File: config.mk
export PLATFORM = sky130hd
export DESIGN_NAME = uart_tx_fifo_cfg_flat
export DESIGN_NICKNAME = d
export VERILOG_FILES = /design/src/rtl/uart_tx_fifo_cfg_if.sv /design/src/rtl/uart_tx_fifo_cfg.sv /design/src/flat_wrapper.sv
export SDC_FILE = /design/constraint.sdc
export NUM_CORES = 1
export LEC_CHECK = 0
export ABC_AREA = 1
export ABC_CLOCK_PERIOD_IN_PS = 3200
export BUFFER_PORTS_ARGS = -buffer_cell sky130_fd_sc_hd__buf_2
export CAP_MARGIN = 20
export CORE_MARGIN = 5
export CORE_UTILIZATION = 27
export CTS_CLUSTER_DIAMETER = 150
export DETAILED_ROUTE_END_ITERATION = 7
export SYNTH_ARGS = -nofsm -noshare
export SYNTH_HDL_FRONTEND = slang
export SYNTH_SLANG_ARGS = --single-unit
File: constraint.sdc
create_clock -name CLK -period 3.2 [get_ports CLK]
set_input_delay 0.16 -clock CLK [delete_from_list [all_inputs] [get_ports CLK]]
set_output_delay 0.16 -clock CLK [all_outputs]
set_load 0.02 [all_outputs]
File: src/rtl/uart_tx_fifo_cfg_if.sv
// Producer-side handshake bundle for the buffered UART transmitter.
// The master offers P_DATA with Data_Valid, and the slave accepts it while Data_Ready is high.
interface uart_tx_fifo_cfg_if #(
    parameter int DATA_WIDTH = 8
);
    logic [DATA_WIDTH-1:0] P_DATA;
    logic                  Data_Valid;
    logic                  Data_Ready;

    modport master (
        output P_DATA,
        output Data_Valid,
        input  Data_Ready
    );

    modport slave (
        input  P_DATA,
        input  Data_Valid,
        output Data_Ready
    );
endinterface

File: src/rtl/uart_tx_fifo_cfg.sv
// Buffered UART transmitter with a runtime-configurable frame format.
// An input FIFO feeds a frame FSM that uses a per-frame baud divider and sends data LSB first.
module uart_tx_fifo_cfg #(
    parameter int DATA_WIDTH = 8,
    parameter int FIFO_DEPTH = 4,
    parameter int DIV_W      = 16
) (
    input  logic                         CLK,
    input  logic                         RST,
    uart_tx_fifo_cfg_if.slave            bus,
    input  logic [3:0]                   DATA_LEN,
    input  logic                         PAR_EN,
    input  logic                         PAR_TYP,
    input  logic                         STOP_2,
    input  logic [DIV_W-1:0]             BAUD_DIV,
    output logic                         TX_OUT,
    output logic                         BUSY,
    output logic [$clog2(FIFO_DEPTH):0]  FIFO_LVL
);
    localparam int AW = $clog2(FIFO_DEPTH);
    localparam logic [AW:0] LVL_FULL = (AW+1)'(FIFO_DEPTH);
    localparam logic [3:0]  LEN_MAX  = 4'(DATA_WIDTH);

    typedef enum logic [2:0] {
        S_IDLE,
        S_START,
        S_DATA,
        S_PAR,
        S_STOP1,
        S_STOP2
    } state_t;

    logic [DATA_WIDTH-1:0] mem_q [FIFO_DEPTH];
    logic [AW-1:0]         wptr_q, rptr_q;
    logic [AW:0]           lvl_q, lvl_d;
    logic                  push, pop;
    logic [DATA_WIDTH-1:0] head, masked;
    logic [3:0]            len_eff;

    state_t                state_q, state_d;
    logic [DIV_W-1:0]      baud_q, baud_d;
    logic [DIV_W-1:0]      div_q, div_d;
    logic [3:0]            bit_q, bit_d;
    logic [3:0]            len_q, len_d;
    logic [DATA_WIDTH-1:0] sh_q, sh_d;
    logic                  par_q, par_d;
    logic                  pen_q, pen_d;
    logic                  stop2_q, stop2_d;
    logic                  tx_q, tx_d;
    logic                  busy_q, busy_d;
    logic                  tick_end, fin, load;

    assign bus.Data_Ready = !RST && (lvl_q != LVL_FULL);
    assign push     = bus.Data_Valid && bus.Data_Ready;
    assign head     = mem_q[rptr_q];
    assign TX_OUT   = tx_q;
    assign BUSY     = busy_q;
    assign FIFO_LVL = lvl_q;

    always_comb begin
        lvl_d = lvl_q;
        if (push && !pop) begin
            lvl_d = lvl_q + (AW+1)'(1);
        end else if (!push && pop) begin
            lvl_d = lvl_q - (AW+1)'(1);
        end
    end

    always_ff @(posedge CLK) begin
        if (RST) begin
            wptr_q <= '0;
            rptr_q <= '0;
            lvl_q  <= '0;
        end else begin
            if (push) begin
                mem_q[wptr_q] <= bus.P_DATA;
                wptr_q        <= wptr_q + AW'(1);
            end
            if (pop) begin
                rptr_q <= rptr_q + AW'(1);
            end
            lvl_q <= lvl_d;
        end
    end

    // Out-of-range lengths fall back to the full word; untransmitted bits are zeroed
    always_comb begin
        len_eff = LEN_MAX;
        if (DATA_LEN >= 4'd5 && DATA_LEN <= LEN_MAX) begin
            len_eff = DATA_LEN;
        end
        masked = '0;
        for (int i = 0; i < DATA_WIDTH; i++) begin
            masked[i] = head[i] & (i < int'(len_eff));
        end
    end

    always_comb begin
        state_d  = state_q;
        baud_d   = baud_q;
        div_d    = div_q;
        bit_d    = bit_q;
        len_d    = len_q;
        sh_d     = sh_q;
        par_d    = par_q;
        pen_d    = pen_q;
        stop2_d  = stop2_q;
        pop      = 1'b0;
        fin      = 1'b0;
        load     = 1'b0;
        tick_end = (baud_q == div_q);

        if (state_q != S_IDLE) begin
            baud_d = tick_end ? '0 : baud_q + DIV_W'(1);
        end

        unique case (state_q)
            S_IDLE: begin
                load = (lvl_q != '0);
            end
            S_START: begin
                if (tick_end) state_d = S_DATA;
            end
            S_DATA: begin
                if (tick_end) begin
                    if (bit_q == len_q - 4'd1) begin
                        bit_d   = '0;
                        state_d = pen_q ? S_PAR : S_STOP1;
                    end else begin
                        bit_d = bit_q + 4'd1;
                        sh_d  = sh_q >> 1;
                    end
                end
            end
            S_PAR: begin
                if (tick_end) state_d = S_STOP1;
            end
            S_STOP1: begin
                if (tick_end) begin
                    if (stop2_q) state_d = S_STOP2;
                    else         fin     = 1'b1;
                end
            end
            S_STOP2: begin
                if (tick_end) fin = 1'b1;
            end
            default: state_d = S_IDLE;
        endcase

        // Back-to-back frames restart directly from the last stop bit
        if (fin) begin
            if (lvl_q != '0) load    = 1'b1;
            else             state_d = S_IDLE;
        end

        if (load) begin
            pop     = 1'b1;
            state_d = S_START;
            baud_d  = '0;
            bit_d   = '0;
            sh_d    = masked;
            par_d   = (^masked) ^ PAR_TYP;
            len_d   = len_eff;
            pen_d   = PAR_EN;
            stop2_d = STOP_2;
            div_d   = BAUD_DIV;
        end

        tx_d = 1'b1;
        unique case (state_d)
            S_START: tx_d = 1'b0;
            S_DATA:  tx_d = sh_d[0];
            S_PAR:   tx_d = par_d;
            default: tx_d = 1'b1;
        endcase
        busy_d = (state_d != S_IDLE);
    end

    always_ff @(posedge CLK) begin
        if (RST) begin
            state_q <= S_IDLE;
            baud_q  <= '0;
            div_q   <= '0;
            bit_q   <= '0;
            len_q   <= LEN_MAX;
            sh_q    <= '0;
            par_q   <= 1'b0;
            pen_q   <= 1'b0;
            stop2_q <= 1'b0;
            tx_q    <= 1'b1;
            busy_q  <= 1'b0;
        end else begin
            state_q <= state_d;
            baud_q  <= baud_d;
            div_q   <= div_d;
            bit_q   <= bit_d;
            len_q   <= len_d;
            sh_q    <= sh_d;
            par_q   <= par_d;
            pen_q   <= pen_d;
            stop2_q <= stop2_d;
            tx_q    <= tx_d;
            busy_q  <= busy_d;
        end
    end
endmodule

File: src/flat_wrapper.sv
// flat-port wrapper written by rule: the top's interface ports become plain ports
module uart_tx_fifo_cfg_flat 
#(
    parameter int DATA_WIDTH = 8,
    parameter int FIFO_DEPTH = 4,
    parameter int DIV_W      = 16
)
  (CLK, RST, DATA_LEN, PAR_EN, PAR_TYP, STOP_2, BAUD_DIV, TX_OUT, BUSY, FIFO_LVL, bus_P_DATA, bus_Data_Valid, bus_Data_Ready);
  uart_tx_fifo_cfg_if #(.DATA_WIDTH(DATA_WIDTH)) bus_i ();
  input  logic CLK;
  input  logic RST;
  input  logic [3:0] DATA_LEN;
  input  logic PAR_EN;
  input  logic PAR_TYP;
  input  logic STOP_2;
  input  logic [DIV_W-1:0] BAUD_DIV;
  output logic TX_OUT;
  output logic BUSY;
  output logic [$clog2(FIFO_DEPTH):0] FIFO_LVL;
  input wire logic [$bits(bus_i.P_DATA)-1:0] bus_P_DATA;
  input wire logic [$bits(bus_i.Data_Valid)-1:0] bus_Data_Valid;
  output wire logic [$bits(bus_i.Data_Ready)-1:0] bus_Data_Ready;
  assign bus_i.P_DATA = bus_P_DATA;
  assign bus_i.Data_Valid = bus_Data_Valid;
  assign bus_Data_Ready = bus_i.Data_Ready;
  uart_tx_fifo_cfg #(.DATA_WIDTH(DATA_WIDTH), .FIFO_DEPTH(FIFO_DEPTH), .DIV_W(DIV_W)) u_core (.CLK(CLK), .RST(RST), .bus(bus_i), .DATA_LEN(DATA_LEN), .PAR_EN(PAR_EN), .PAR_TYP(PAR_TYP), .STOP_2(STOP_2), .BAUD_DIV(BAUD_DIV), .TX_OUT(TX_OUT), .BUSY(BUSY), .FIFO_LVL(FIFO_LVL));
endmodule
==> results.toml <==
[worst_setup_path]
rr_worst_depth = 15
cpLargestDelayFamily = "simple AND/OR/NAND/NOR gates"
worst-path-buf-inv = 4
cp-end-kind = "register"
cp.depth = 15
path_cells = "inv_1 > nand2_1 > nand2_1 > nand2_1 > inv_1 > nand2_1 > nor2_4 > nand3_2 > nand2_2 > nand2_4 > buf_4 > clkinv_4 > nor2_4 > o21ai_4 > nor3b_1"
path_common_cell = "nand2_1"
crit_fanout = 43
cp.required_ns = 3.48
max_stage_delay_ns = 0.38
critPathLaunchType = "register"
worstSetupPathType = "register to register"
slowest_stage = "dfxtp_1"
arrival_ns = 2.56

[placement]
portBuffers = 39
dpl.hpwl_mm = 7.42
place_congestion = 0.814
placedCellCount = 875

[clocking]
tritoncts = "built"
htree_levels = 3
clkTransAtPathRegs_ns = 0.07
clk_root_buffer_cell = "clkbuf_16"
postCtsHoldBufs = 0
cts_sinks = 97
cts_made_buffers = 9
cts_resized = 0
postCtsSetupBuffers = 0
clock_latency_ns = 0.35
clockBufferDepth = 2

[final_layout]
n_fill_cell = 1890
final_util = 0.310
most-common-layout-cells = "150 x nand2_1, 88 x inv_1, 65 x dfxtp_1, 58 x nor2_1, 50 x a21oi_1"
syn_to_final_growth_pct = 14.2
fin_nets = 700
diodes = 0
layout_commonest_cell = "nand2_1"
layout-drive-gt1-share = 0.145
layout.cells.non_filler = 891

[drt]
drt_pass1_iterations = 4
drt_wl_total_mm = 10.2
vias = 3832
viasPerCell = 4.30
postRouteAntennaNets = 0
wire_per_inst_um = 11.4
drc_errors = 0
drt_iter0_drc = 146

[synth]
syn_inst = 621
ys_ff_latch = 97
synth_edf_count = 32
async_flop_share = 0
synth_nets = 664
ys.flop_type = "dfxtp_1"
ys_warn_count = 0
ys_seq_area_frac = 0.468
synth_cell_types = 36
synth_area_sq_um = 4830
synth.avg_cell_area_sq_um = 7.78

[global_routing]
antenna_found_initial = 0
grt_pass1_wl_mm = 17.2
grt_max_degree = 44
overflow = 0
grt_pass1_vias = 3576
grtUsageTotal = 0.105

[sta]
fin_crit_sh = 0.715
whs_ns = 0.0178
skew_ns = 0.00768
rsz0062_at_grt = "no"
timing.setup.tns_ns = 0
min_period_ns = 2.29
drv_slew = 0
timing.fmax_mhz = 437
setup_viol = 0
slew_headroom = 0.389
hold_viol = 0
worst_slew_pin_slew_ns = 0.916

[job]
drv_cap = 0

[floorplan]
rows = 49
core_sq_um = 17800
initial_core_util = 0.272
io-pin-count = 40
die_h_um = 144
die_area_sq_um = 20700
die_w_um = 144

[hold_path]
hold_class = "input pin to register"
hold_depth = 1

[power_and_ir_drop]
powerDensity_nw_per_um2 = 841
p_leak_nw = 2.32
ir_worst_vdd_v = 0.000395

[outcome]
status = "completed"
[stage by stage]
stage               worst slack, ns  area (sq um)  total power [mW]
CTS                           0.871          5520              4.71
finish                        0.913          5520              4.64
detailed placement            0.883          5230              3.62
global route                  0.563          5520              5.08
global placement              0.952          5230              3.60
floorplan                     0.780          4830              3.26
[per-layer routing]
layer  share of wire  GRT usage
met4           0.016     0.0372
met3           0.031     0.0280
met1            0.47      0.127
met5               0          0
met2            0.48      0.180
[cell usage after synthesis, types with 4 or more instances]
cell type  count  area [sq um]
a21oi_1       50           250
a22oi_1        7          52.6
buf_2          6          30.0
buf_6          4          45.0
clkbuf_1       5          18.8
dfxtp_1       65          1300
edfxtp_1      32           961
ha_1           8           100
inv_1         88           330
inv_2          8          30.0
nand2_1      150           563
nand2_4        4          45.0
nand3_1       33           165
nand3_2        4          40.0
nand4_1        6          37.5
nor2_1        58           218
nor2_2         4          25.0
nor2_4         5          56.3
nor3_1         8          40.0
nor3_2         9          90.1
o21ai_0       34           170
xnor2_1        4          35.0
xor2_1         8          70.1
[final timing paths]
check / start / end / slack [ns]
worst min-delay path: bus_P_DATA[5] / u_core.mem_q[3][5] / 0.02
worst min register to register: u_core.sh_q[1] / u_core.sh_q[1] / 0.47
worst max-delay path: u_core.baud_q[0] / u_core.baud_q[4] / 0.91
worst max register to register: u_core.baud_q[0] / u_core.baud_q[4] / 0.91
[state kept, by name, summed over array words and instances (netlist names), 3 cells and up, named ones only]
signal,cells
u_core.FIFO_LVL,3
u_core.mem_q,32
u_core.bit_q,4
u_core.sh_q,8
u_core.baud_q,16
u_core.len_q,4
u_core.div_q,16
u_core.state_q,3
[where the power goes]
group	internal, mW	switching, mW
combinational	0.603	1.24
clock	0.551	0.523
sequential	1.53	0.194
[layout make-up]
cell class | instances | area, sq um | area share
Timing Repair Buffer | 40 | 203 | 0.0367
Inverter | 98 | 373 | 0.0675
Clock buffer | 9 | 225 | 0.0408
Sequential cell | 97 | 2260 | 0.410
Tap cell | 229 | 287 | 0.0519
Clock inverter | 7 | 67.6 | 0.0122
Multi-Input combinational cell | 411 | 2100 | 0.381
[cells by family (layout without fill, tap and decap cells)]
logic type      count (synthesis)  count (layout)  synth area share
compound gates                101             101             0.113
simple gates                  289             289             0.276
flops                          97              97             0.468
fa+ha+maj                       9               9            0.0249
buf+inv                       113             154            0.0966
xor+xnor                       12              12            0.0218
[worst register-to-register path: stages, from the launching register on]
cell and delay [ns]:
dfxtp_1 0.38, inv_1 0.09, nand2_1 0.07, nand2_1 0.04, nand2_1 0.07, inv_1 0.04, nand2_1 0.09, nor2_4 0.06
nand3_2 0.09, nand2_2 0.07, nand2_4 0.06, buf_4 0.37, clkinv_4 0.22, nor2_4 0.17, o21ai_4 0.18, nor3b_1 0.22
Power figures use the tool's default switching activity.
